## src/rtl/excp_irq_ctrl_pkg.sv

```systemverilog
// ---------------------------------------------------------------------------
// excp_irq_ctrl_pkg
//   Shared definitions for the machine-mode interrupt controller slice.
//   The `define block carries the values that the trap unit and the mcause
//   CSR logic also depend on (XLEN, cause codes, mip/mie bit positions,
//   FSM state encodings). They are guarded so that any other file of the
//   slice can pull them in without redefinition.
//   The package wraps the same values as typed localparams, the FSM state
//   enum and a helper that forms an interrupt mcause word.
// ---------------------------------------------------------------------------
`ifndef MCU_DEFINES_SVH
`define MCU_DEFINES_SVH
`define XLEN          32
`define MEI_CODE      11
`define MSI_CODE      3
`define MTI_CODE      7
`define MIP_MSIP_BIT  3
`define MIP_MTIP_BIT  7
`define MIP_MEIP_BIT  11
`define IRQ_ST_IDLE   2'd0
`define IRQ_ST_REQ    2'd1
`define IRQ_ST_HDLR   2'd2
`endif

package excp_irq_ctrl_pkg;

  localparam int XLEN     = `XLEN;
  localparam int MSIP_BIT = `MIP_MSIP_BIT;
  localparam int MTIP_BIT = `MIP_MTIP_BIT;
  localparam int MEIP_BIT = `MIP_MEIP_BIT;

  localparam logic [3:0] MEI_CODE_DEF = 4'(`MEI_CODE);
  localparam logic [3:0] MSI_CODE_DEF = 4'(`MSI_CODE);
  localparam logic [3:0] MTI_CODE_DEF = 4'(`MTI_CODE);

  typedef enum logic [1:0] {
    IRQ_IDLE    = `IRQ_ST_IDLE,
    IRQ_REQ     = `IRQ_ST_REQ,
    IRQ_HANDLER = `IRQ_ST_HDLR
  } irq_state_e;

  // Interrupt mcause: top bit flags "interrupt", code lives in the low nibble.
  function automatic logic [XLEN-1:0] make_irq_cause(input logic [3:0] code);
    logic [XLEN-1:0] c;
    c           = '0;
    c[XLEN-1]   = 1'b1;
    c[3:0]      = code;
    return c;
  endfunction

endpackage

```

## src/rtl/excp_irq_sync.sv

```systemverilog
// ---------------------------------------------------------------------------
// excp_irq_sync
//   Two-flop synchronizer bank with synchronous active-high reset. Used to
//   bring asynchronous interrupt levels into the clk domain.
//   Ports:
//     clk  - destination clock
//     rst  - synchronous, active-high reset; clears both stages to 0
//     d    - asynchronous input levels
//     q    - synchronized levels (two clk cycles behind d)
// ---------------------------------------------------------------------------
module excp_irq_sync #(
  parameter int WIDTH = 1
) (
  input  logic             clk,
  input  logic             rst,
  input  logic [WIDTH-1:0] d,
  output logic [WIDTH-1:0] q
);

  logic [WIDTH-1:0] meta;

  always_ff @(posedge clk) begin
    if (rst) begin
      meta <= '0;
      q    <= '0;
    end else begin
      meta <= d;
      q    <= meta;
    end
  end

endmodule

```

## src/rtl/excp_irq_ctrl.sv

```systemverilog
// ---------------------------------------------------------------------------
// excp_irq_ctrl
//   Machine-mode interrupt controller. Qualifies the external, software and
//   timer interrupt levels with mie / mstatus.MIE, picks the winner by fixed
//   priority (MEI > MSI > MTI), and raises one registered, held-stable request
//   towards the trap unit. After the trap unit acknowledges, further requests
//   are masked until the handler's mret commits. Also drives the live mip view.
//
//   Optional build macro: IRQ_SYNC_EN
//     defined   - ext_irq and sw_irq pass through a 2-flop synchronizer
//                 (excp_irq_sync) before pend logic and csr_mip.
//     undefined - both levels are used directly.
//   tmr_irq already arrives in the clk domain and is never resynchronized.
//
//   Ports:
//     clk, rst         - clock, synchronous active-high reset
//     tmr_irq          - timer interrupt level (from excp_tmr_irq)
//     sw_irq, ext_irq  - software / external interrupt levels
//     csr_mie          - mie CSR (bits 3, 7, 11 used)
//     csr_mstatus_mie  - mstatus.MIE global enable
//     mret_commit      - one-cycle pulse when mret retires
//     irq_req          - request to the trap unit (registered)
//     irq_cause        - mcause value for the request (registered, held)
//     irq_ack          - trap unit accepted the request this cycle
//     csr_mip          - live mip view (bits 3, 7, 11)
//     irq_busy         - high while a request or its handler is outstanding
// ---------------------------------------------------------------------------
module excp_irq_ctrl
  import excp_irq_ctrl_pkg::*;
#(
  parameter logic [3:0] MEI_CODE = MEI_CODE_DEF,
  parameter logic [3:0] MSI_CODE = MSI_CODE_DEF,
  parameter logic [3:0] MTI_CODE = MTI_CODE_DEF
) (
  input  logic            clk,
  input  logic            rst,
  input  logic            tmr_irq,
  input  logic            sw_irq,
  input  logic            ext_irq,
  input  logic [XLEN-1:0] csr_mie,
  input  logic            csr_mstatus_mie,
  input  logic            mret_commit,
  output logic            irq_req,
  output logic [XLEN-1:0] irq_cause,
  input  logic            irq_ack,
  output logic [XLEN-1:0] csr_mip,
  output logic            irq_busy
);

  irq_state_e state;

  logic       ext_lvl;
  logic       sw_lvl;
  logic       pend_e;
  logic       pend_s;
  logic       pend_t;
  logic       pend_any;
  logic [3:0] pend_code;

  // Only three mie bits matter; the rest are folded here so they are
  // visibly consumed.
  logic unused_mie_bits;
  assign unused_mie_bits = ^{csr_mie[XLEN-1:MEIP_BIT+1],
                             csr_mie[MEIP_BIT-1:MTIP_BIT+1],
                             csr_mie[MTIP_BIT-1:MSIP_BIT+1],
                             csr_mie[MSIP_BIT-1:0]};

`ifdef IRQ_SYNC_EN
  logic [1:0] sync_q;

  excp_irq_sync #(
    .WIDTH (2)
  ) u_sync (
    .clk (clk),
    .rst (rst),
    .d   ({ext_irq, sw_irq}),
    .q   (sync_q)
  );

  assign ext_lvl = sync_q[1];
  assign sw_lvl  = sync_q[0];
`else
  assign ext_lvl = ext_irq;
  assign sw_lvl  = sw_irq;
`endif

  assign pend_e = ext_lvl & csr_mie[MEIP_BIT] & csr_mstatus_mie;
  assign pend_s = sw_lvl  & csr_mie[MSIP_BIT] & csr_mstatus_mie;
  assign pend_t = tmr_irq & csr_mie[MTIP_BIT] & csr_mstatus_mie;

  // Fixed-priority pick of the cause code; only consulted in IDLE.
  always_comb begin
    pend_any  = pend_e | pend_s | pend_t;
    pend_code = MTI_CODE;
    if (pend_e) begin
      pend_code = MEI_CODE;
    end else if (pend_s) begin
      pend_code = MSI_CODE;
    end
  end

  // mip is a live view of the (possibly synchronized) levels.
  always_comb begin
    csr_mip           = '0;
    csr_mip[MSIP_BIT] = sw_lvl;
    csr_mip[MTIP_BIT] = tmr_irq;
    csr_mip[MEIP_BIT] = ext_lvl;
  end

  // Request FSM. Outputs are registered alongside the state so irq_req and
  // irq_cause never glitch. Once a request is out, inputs are ignored until
  // the ack; once acked, nothing new is issued until mret. An ack arriving
  // together with mret in HANDLER is simply irrelevant there.
  always_ff @(posedge clk) begin
    if (rst) begin
      state     <= IRQ_IDLE;
      irq_req   <= 1'b0;
      irq_cause <= '0;
      irq_busy  <= 1'b0;
    end else begin
      case (state)
        IRQ_IDLE: begin
          if (pend_any) begin
            state     <= IRQ_REQ;
            irq_req   <= 1'b1;
            irq_busy  <= 1'b1;
            irq_cause <= make_irq_cause(pend_code);
          end
        end
        IRQ_REQ: begin
          if (irq_ack) begin
            state   <= IRQ_HANDLER;
            irq_req <= 1'b0;
          end
        end
        IRQ_HANDLER: begin
          if (mret_commit) begin
            state    <= IRQ_IDLE;
            irq_busy <= 1'b0;
          end
        end
        default: begin
          state    <= IRQ_IDLE;
          irq_req  <= 1'b0;
          irq_busy <= 1'b0;
        end
      endcase
    end
  end

endmodule

```

## config.mk

```make
export PLATFORM = sky130hd
export DESIGN_NAME = excp_irq_ctrl
export DESIGN_NICKNAME = d
export VERILOG_FILES = /design/src/rtl/excp_irq_ctrl_pkg.sv /design/src/rtl/excp_irq_sync.sv /design/src/rtl/excp_irq_ctrl.sv
export SDC_FILE = /design/constraint.sdc
export NUM_CORES = 1
export LEC_CHECK = 0
export ABC_AREA = 1
export ABC_CLOCK_PERIOD_IN_PS = 1300
export CORE_MARGIN = 10
export CORE_UTILIZATION = 24
export DETAILED_ROUTE_END_ITERATION = 12
export PLACE_DENSITY = 0.8
export SETUP_SLACK_MARGIN = 0.15
export SYNTH_ARGS = -nofsm -noshare
export SYNTH_HDL_FRONTEND = slang
export SYNTH_SLANG_ARGS = --single-unit
```

## constraint.sdc

```tcl
create_clock -name clk -period 1.3 [get_ports clk]
set_input_delay 0.195 -clock clk [delete_from_list [all_inputs] [get_ports clk]]
set_output_delay 0.195 -clock clk [all_outputs]
set_load 0.02 [all_outputs]
```

# After elaboration in Yosys (flattened, before gate mapping)
# Cells that the tools add are included.
word_totals:
  ff_bits: 9
  input_bits: 40
  output_inout_bits: 66
  wordCells: 35
op_classes:
  eq_ne: 5
  mux: 11
  bitwise: 10
  n_reduce_logical: 5
op_table:
  columns: ["op", "count"]
  rows:
  - ["AND reduction 3 bit", 3]
  - ["AND 1 bit", 6]
  - ["two-way mux 2 bit", 3]
  - ["!= test 2 bit, second input constant", 3]
  - ["one-hot mux 1 bit (3 select lines)", 2]
  - ["one-hot mux 2 bit (3 select lines)", 1]
  - ["two-way mux 4 bit", 1]
  - ["two-way mux 1 bit", 3]
  - ["two-way mux 3 bit", 1]
  - ["equality test 2 x 1 -> 1 bit, second input constant", 1]
  - ["equality test 2 bit, second input constant", 1]
  - ["zero test 2 bit", 1]
  - ["NOT 1 bit", 2]
  - ["bitwise OR 1 bit", 2]
  - ["AND reduction 2 bit", 1]

# Depth between registers and ports, before layout
# Gate-level depths: netlist of the first run.
depth:
  depth_word: 6
  mapped_depth: 7
  ltp_nobuf: 7

# Least setup slack after synthesis of the first run
# No wires, ideal clock.
synth_timing:
  kind: "register to register"
  start: "reg state[1]"
  end: "reg irq_cause[3]"
  t_arrival_ns: 0.796
  required_time_ns: 1.186
  path_slack_ns: 0.390
  stages_incl_launch_ff: 6
  path_buffers: 0
  synth_period_minus_slack_ns: 0.910
  path_cell_list: "dfxtp_1 -> nor2_2 -> nand2_4 -> nand2_1 -> o21ai_1 -> nor2b_1"
synth_between:
  elab_chain_cells: 2
synth_rtl:
  columns: ["item", "line", "text"]
  rows:
  - ["start, declared", "excp_irq_ctrl.sv:50", "irq_state_e state;"]
  - ["start signal, assigned", "excp_irq_ctrl.sv:116", "state <= IRQ_IDLE;"]
  - ["start signal, assigned", "excp_irq_ctrl.sv:124", "state <= IRQ_REQ;"]
  - ["start signal, assigned", "excp_irq_ctrl.sv:132", "state <= IRQ_HANDLER;"]
  - ["zero test 2 bit", "excp_irq_ctrl.sv:121", "case (state)"]
  - ["AND reduction 2 bit (no line)", null, null]
  - ["end signal, assigned", "excp_irq_ctrl.sv:127", "irq_cause <= make_irq_cause(pend_code);"]
  - ["end, declared", "excp_irq_ctrl.sv:44", "output logic [XLEN-1:0] irq_cause,"]
# No other way between the ends.
# A chain may end at the register's enable or synchronous reset.

==> results of run 1 <==
-- stage by stage --
step | util | total power, mW
6_report | 0.281 | 0.783
5_1_grt | 0.281 | 0.835
3_3_place_gp | 0.268 | 0.583
4_1_cts | 0.278 | 0.786
2_1_floorplan | - | 0.617
3_5_place_dp | 0.268 | 0.586
-- final timing paths --
| path | from | to | slack, ns | cells past startpoint |
|---|---|---|---|---|
| worst min register to register | irq_req | irq_req | 0.46 | 2 |
| worst min-delay path | irq_req | irq_req | 0.46 | 2 |
| worst max-delay path | irq_cause[1] | irq_cause[0] | 0.21 | 1 |
| worst max register to register | state[1] | irq_busy | 0.27 | 5 |
-- where the power goes --
| group | internal [mW] | leakage, nW | switching [mW] | total (mW) |
|---|---|---|---|---|
| Sequential | 0.233 | 0.0576 | 0.0134 | 0.246 |
| Clock | 0.118 | 0.0150 | 0.0874 | 0.205 |
| Combinational | 0.0885 | 0.396 | 0.243 | 0.332 |
-- repair_timing --
item,in CTS,in global routing
setup endpoints to repair,15,15
endpoints found under the hold margin,0,0
pin swaps,1,2
resized for setup,21,16
hold buffers,0,0
-- cells in the final DEF (no fill, tap or decap), drive strengths merged --
cell type      synthesis  routed
dfxtp                  7       7
nand3b                 2       2
clkdlybuf4s15          0       6
inv                    5       5
a21oi                  7       7
nand4                  1       1
clkdlybuf4s50          0       6
conb                   1      56
dlymetal6s2s           0       4
buf                   61       7
nor2                   1       1
nand2                  6       6
nand3                  5       5
nor2b                  1       1
clkbuf                 0       7
o21ai                  3       3
nor3                   1       1
-- state kept, by name (all words and copies together) (netlist names) --
register / flops
irq_req: 1
irq_cause: 3
irq_busy: 1
state: 2
-- layout make-up --
type | count | area share
sequential | 7 | 0.163
inverter | 5 | 0.0219
multi-input combinational | 83 | 0.440
tap | 44 | 0.0641
timing repair buffer | 26 | 0.280
clock buffer | 4 | 0.0306
-- logic make-up after synthesis --
family	Yosys count
flops	7
compound gates	10
other cells	1
simple gates	17
buf+inv	66
-- routing by layer --
metal  vias up  GRT usage
met3         4     0.0483
met1       215     0.0424
met4         0     0.0297
met5         -          0
met2        42     0.0969
li1        249          -
==> results.ini, run 1 <==
[placed_design]
io_buffer_count=20
placed_cells=165
post-dp-hpwl_um=1630
place_area_um2=818
place.gp.congestion=0.762
dp_slack_ns=-0.203

[worst_setup_path]
cp_cell_sequence=clkdlybuf4s15_2
cp_max_fo=4
cp-end-kind=primary output
arrival_ns=0.90
path_class=reg2out
cp_num_buf_inv=1
slowest_delay_ns=0.36
start_kind=flop
critPathRequiredTime_ns=1.11
crit_family=flip-flops
worst_path_max_delay_cell=dfxtp_1

[clock_tree]
post_cts_buffers=0
cts-htree-levels=1
cts_tree=yes
clock_latency_ns=0.25
clk_pin_slew_ns=0.06
cts_sinks=7
clockRootBuffer=clkbuf_4
numCtsBuffers=3
cts_max_path_buffers=2

[synth]
synth_area_um2=769
yosys-top-cells-area=buf_4, dfxtp_1, a21oi_1
synth-edff-count=0
synth_top_family_by_area=buffers and inverters
synthAdderAreaFrac=0
synth_top_area_share=0.595
synthMuxAreaShare=0
syn_inst=101
synth_compound_area_frac=0.0650
avgSynthCellArea_um2=7.62
synth-xor-area-share=0
synth-seq-cells=7
synthSimpleGateAreaFrac=0.128
ys_warn_count=0
yosysMostFrequentCell=buf_4
synth_commonest_cells=buf_4, a21oi_1, dfxtp_1
seq_area_frac_synth=0.182
async_flop_share=0
yosys.area.top_type=buf_4
ys_types=15
ys.flop_type=dfxtp_1

[route]
avgRoutedWirePerCell_um=10.5
wl_um=1780
drt_iter0_drc=14
antenna_left=0
drc_errors=0
vias=510
m1WireLength_um=529
vias_per_cell=3.02
top_layer=met4
first_pass_iters=4
wl_met3_um=296
wl_met2_um=905

[global_route]
grt_max_degree=8
grt_pass1_vias=573
grtUsageTotal=0.0562
antenna_found_initial=0
grt_overflow=0
grt_first_pass_wirelength_um=2770

[final_layout]
fin_cells=169
final_cell_area_um2=858
multi_input_area_um2=378
diodes=0
fin_nets=166
syn2layout_area_growth_pct=11.5
register_area_um2=140
drive_gt1_frac=0.192
fill_cells=357

[sta]
finClkSkew_ns=0.00194
setup_viol=0
fin_crit_ns=1.09
final-hold-violation-count=0
setup_ws_ns=0.209
holdWs_ns=0.456
fmax_mhz=917
drv_slew=0
rsz0062_at_grt=false
period_share=0.839
finalSetupTns_ns=0

[power]
peakVddDrop_uv=493
power.leakage_nw=0.469
p_per_area_nw_per_um2=912

[floorplan]
core_um2=3050
die_h_um=76.6
rows=20
dieArea_um2=5870
dieWidth_um=76.6
start_util=0.252
ios=106

[run_status]
status=complete, no violations

[hold_path]
hp-class=reg2reg

[flow_run]
maxCapViolCount=0

(Power assumes the default switching activity.)
==> run 2, diff against run 1 <==
Settings changed: ABC_CLOCK_PERIOD_IN_PS 1300 to 1000, CORE_UTILIZATION 24 to 22, PLACE_DENSITY 0.8 to 0.77.
Clock period 1.3 ns to 1 ns, I/O delays scaled along.
==> results.ini, run 2 (synthesis results as in run 1) <==
[clock_tree]
numCtsBuffers=3
cts_sinks=7
clock_latency_ns=0.25
clockRootBuffer=clkbuf_4
cts-htree-levels=1
cts_max_path_buffers=2
cts_tree=yes
clk_pin_slew_ns=0.05

[final_layout]
fill_cells=390
syn2layout_area_growth_pct=14.5
regMostFlops=irq_cause
diodes=0
final_cell_mix=conb_1, dlygate4sd2_1, buf_6
drive_gt1_frac=0.304
fin_nets=166
final_util=0.262
final_common_cell=conb_1
largest_registers=irq_cause: 3 flops, state: 2 flops
largest_register_ff_count=3

[route]
vias=505
avgRoutedWirePerCell_um=10.3
drt_iter0_drc=12
antenna_left=0
wl_um=1750
drc_errors=0
first_pass_iters=4
vias_per_cell=2.95

[worst_setup_path]
cp_max_fo=4
arrival_ns=1.11
start_kind=flop
cp-end-kind=flop
critPathRequiredTime_ns=1.12
path_class=reg2reg

[sta]
drv_slew=0
holdWs_ns=0.476
finalSetupTns_ns=0
fmax_mhz=1010
setup_viol=0
final-hold-violation-count=0
finClkSkew_ns=0.00557
rsz0062_at_grt=true
fin_crit_ns=0.991
period_share=0.991

[floorplan]
die_h_um=79.1
start_util=0.229
dieWidth_um=79.1
dieArea_um2=6260
ios=106
core_um2=3360
rows=21

[run_status]
status=complete, no violations

[power]
peakVddDrop_uv=621
p_per_area_nw_per_um2=1180
power.leakage_nw=0.456

[global_route]
antenna_found_initial=0
grt_pass1_vias=565
grtUsageTotal=0.0518
grt_overflow=0
grt_max_degree=8
grt_first_pass_wirelength_um=2670

[placed_design]
post-dp-hpwl_um=1570
place.gp.congestion=0.691
io_buffer_count=20

[flow_run]
maxCapViolCount=0

[hold_path]
hp-class=reg2reg

==> run 2: area by class of cell <==
| class | count | area, um2 | area share |
|---|---|---|---|
| Multi-Input combinational cell | 83 | 395 | 0.449 |
| Timing Repair Buffer | 26 | 230 | 0.261 |
| Sequential cell | 7 | 153 | 0.173 |
| Tap cell | 46 | 57.6 | 0.0653 |
| Clock buffer | 4 | 26.3 | 0.0298 |
| Inverter | 5 | 18.8 | 0.0213 |
==> run 2: critical path, cell delays in order, from the launching register on <==
cell	delay, ns
dfxtp_2	0.34
nor2_4	0.12
buf_4	0.12
nand2_4	0.05
nand2_1	0.05
o21ai_1	0.05
nor2b_1	0.12
==> run 2: repair_timing <==
item	in CTS	in global routing
hold buffers	0	0
setup endpoints to repair	16	14
pin swaps	6	5
buffers inserted	0	1
gates resized for setup	68	9
==> run 2: final timing paths <==
check        depth (start not counted)  slack [ns]            to  startpoint
max reg2reg                          6       0.009  irq_cause[3]    state[1]
min                                  2        0.48      irq_busy    irq_busy
min reg2reg                          2        0.48      irq_busy    irq_busy
max                                  6       0.009  irq_cause[3]    state[1]
==> run 2: power by group <==
group | internal (mW) | switching [mW] | total [mW] | leakage [nW]
clock network | 0.152 | 0.0993 | 0.251 | 0.0150
registers | 0.306 | 0.0252 | 0.331 | 0.0605
logic | 0.131 | 0.323 | 0.454 | 0.381
==> run 2: per-stage QoR <==
stage / cell area (um2) / worst slack, ns / instances / power [mW]
after floorplan: 983 / 0.136 / 156 / 0.809
after global placement: 821 / -0.381 / 166 / 0.759
after detailed placement: 821 / -0.403 / 166 / 0.761
after CTS: 853 / 0.0371 / 170 / 1.02
after global routing: 881 / -0.0490 / 171 / 1.12
final: 881 / 0.00913 / 171 / 1.04
==> run 2: metal layers <==
metal / part of all wire / GRT usage / vias to the layer above
met4: 0 / 0.0161 / 0
met5: 0 / 0 / -
li1: - / - / 249
met2: 0.52 / 0.0897 / 40
met1: 0.30 / 0.0414 / 216
met3: 0.18 / 0.0473 / 0
==> run 3, diff against run 2 <==
Settings changed: REMOVE_ABC_BUFFERS from default to 1.
==> results.ini, run 3 (synthesis results as in run 1) <==
[final_layout]
drive_gt1_frac=0.290
fin_cells=170
final_cell_mix=conb_1, buf_6, dlygate4sd2_1
largest_registers=irq_cause: 3 flops, state: 2 flops
final_common_cell=conb_1
regMostFlops=irq_cause
diodes=0
largest_register_ff_count=3
syn2layout_area_growth_pct=13.3
fin_nets=165

[worst_setup_path]
cp-end-kind=flop
path_class=reg2reg
rrSetupSlack_ns=0.02
critPathRequiredTime_ns=1.18
cp_max_fo=5
start_kind=flop
arrival_ns=1.16

[sta]
holdWs_ns=0.479
fin_crit_ns=0.979
finalSetupTns_ns=0
setup_ws_ns=0.0208
setup_viol=0
rsz0062_at_grt=true
final-hold-violation-count=0
fmax_mhz=1020
drv_slew=0
finClkSkew_ns=0.00697
period_share=0.979

[placed_design]
place.gp.congestion=0.732
placed_cells=166
io_buffer_count=20
post-dp-hpwl_um=1640
dp_slack_ns=-0.433

[global_route]
grt_overflow=0
grt_max_degree=8
antenna_found_initial=0
grt_pass1_vias=586
grtUsageTotal=0.0561
grt_first_pass_wirelength_um=2810

[clock_tree]
numCtsBuffers=3
cts_max_path_buffers=2
cts_tree=yes
clk_pin_slew_ns=0.06
clock_latency_ns=0.25
cts-htree-levels=1
clockRootBuffer=clkbuf_4
cts_sinks=7
post_cts_buffers=0

[power]
p_per_area_nw_per_um2=1180
total_power_mw=1.03
power.leakage_nw=0.455
peakVddDrop_uv=340

[floorplan]
die_h_um=79.1
rows=21
dieArea_um2=6260
dieWidth_um=79.1
ios=106
core_um2=3360
start_util=0.229

[route]
drt_iter0_drc=5
vias_per_cell=3.11
first_pass_iters=4
drc_errors=0
avgRoutedWirePerCell_um=11.2
antenna_left=0
wl_um=1900
vias=528

[flow_run]
maxCapViolCount=0

[run_status]
status=complete, no violations

[hold_path]
hp-class=reg2reg

## run 3: cell types whose count changed in the layout (fill, tap and decap cells not counted)
cell | before | now
a21oi_1 | 4 | 5
buf_4 | 6 | 3
buf_6 | 7 | 8
nand2_1 | 3 | 4
nand2_2 | 2 | 1
o21ai_2 | 0 | 1
a21oi_2 | 3 | 2
buf_2 | 3 | 4
o21ai_1 | 3 | 2
## run 3: cell type report
class	instances	area [um2]
Clock buffer	4	26.3
Fill cell	405	2490
Inverter	5	18.8
Multi-Input combinational cell	83	393
Sequential cell	7	153
Tap cell	46	57.6
Timing Repair Buffer	25	224
## run 3: critical path, cell delays in order, from the launching register on
cell and delay (ns):
dfxtp_4 0.36, nor2_4 0.15, nand4_1 0.13, nand2_1 0.09
nand2_1 0.07, a21oi_2 0.11
## run 3: stage by stage
step	instance area [um2]	util
floorplan	518	-
CTS	851	0.253
global placement	813	0.242
global route	872	0.259
finish	872	0.259
detailed placement	813	0.242
## run 3: path summary, 6_finish.rpt
check                 from       end  cells past startpoint
hold / removal     irq_req   irq_req                      2
setup / recovery  state[0]  irq_busy                      5
setup reg to reg  state[0]  irq_busy                      5
hold reg to reg    irq_req   irq_req                      2
## run 3: per-layer routing
| layer | up-vias | global-route usage | share of wire |
|---|---|---|---|
| met2 | 45 | 0.0865 | 0.45 |
| met5 | - | 0 | 0 |
| li1 | 251 | - | - |
| met4 | 0 | 0.0215 | 0.0042 |
| met3 | 2 | 0.0552 | 0.20 |
| met1 | 230 | 0.0496 | 0.34 |
## run 3: repair_timing
action                     in CTS  in global routing
setup endpoints to repair      17                 14
pin swaps                       2                  2
hold buffers                    0                  0
gates resized for setup        73                  6
## run 3: report_power, final
group          internal (mW)  switching, mW
Clock                  0.152          0.103
Combinational          0.124          0.322
Sequential             0.306         0.0259
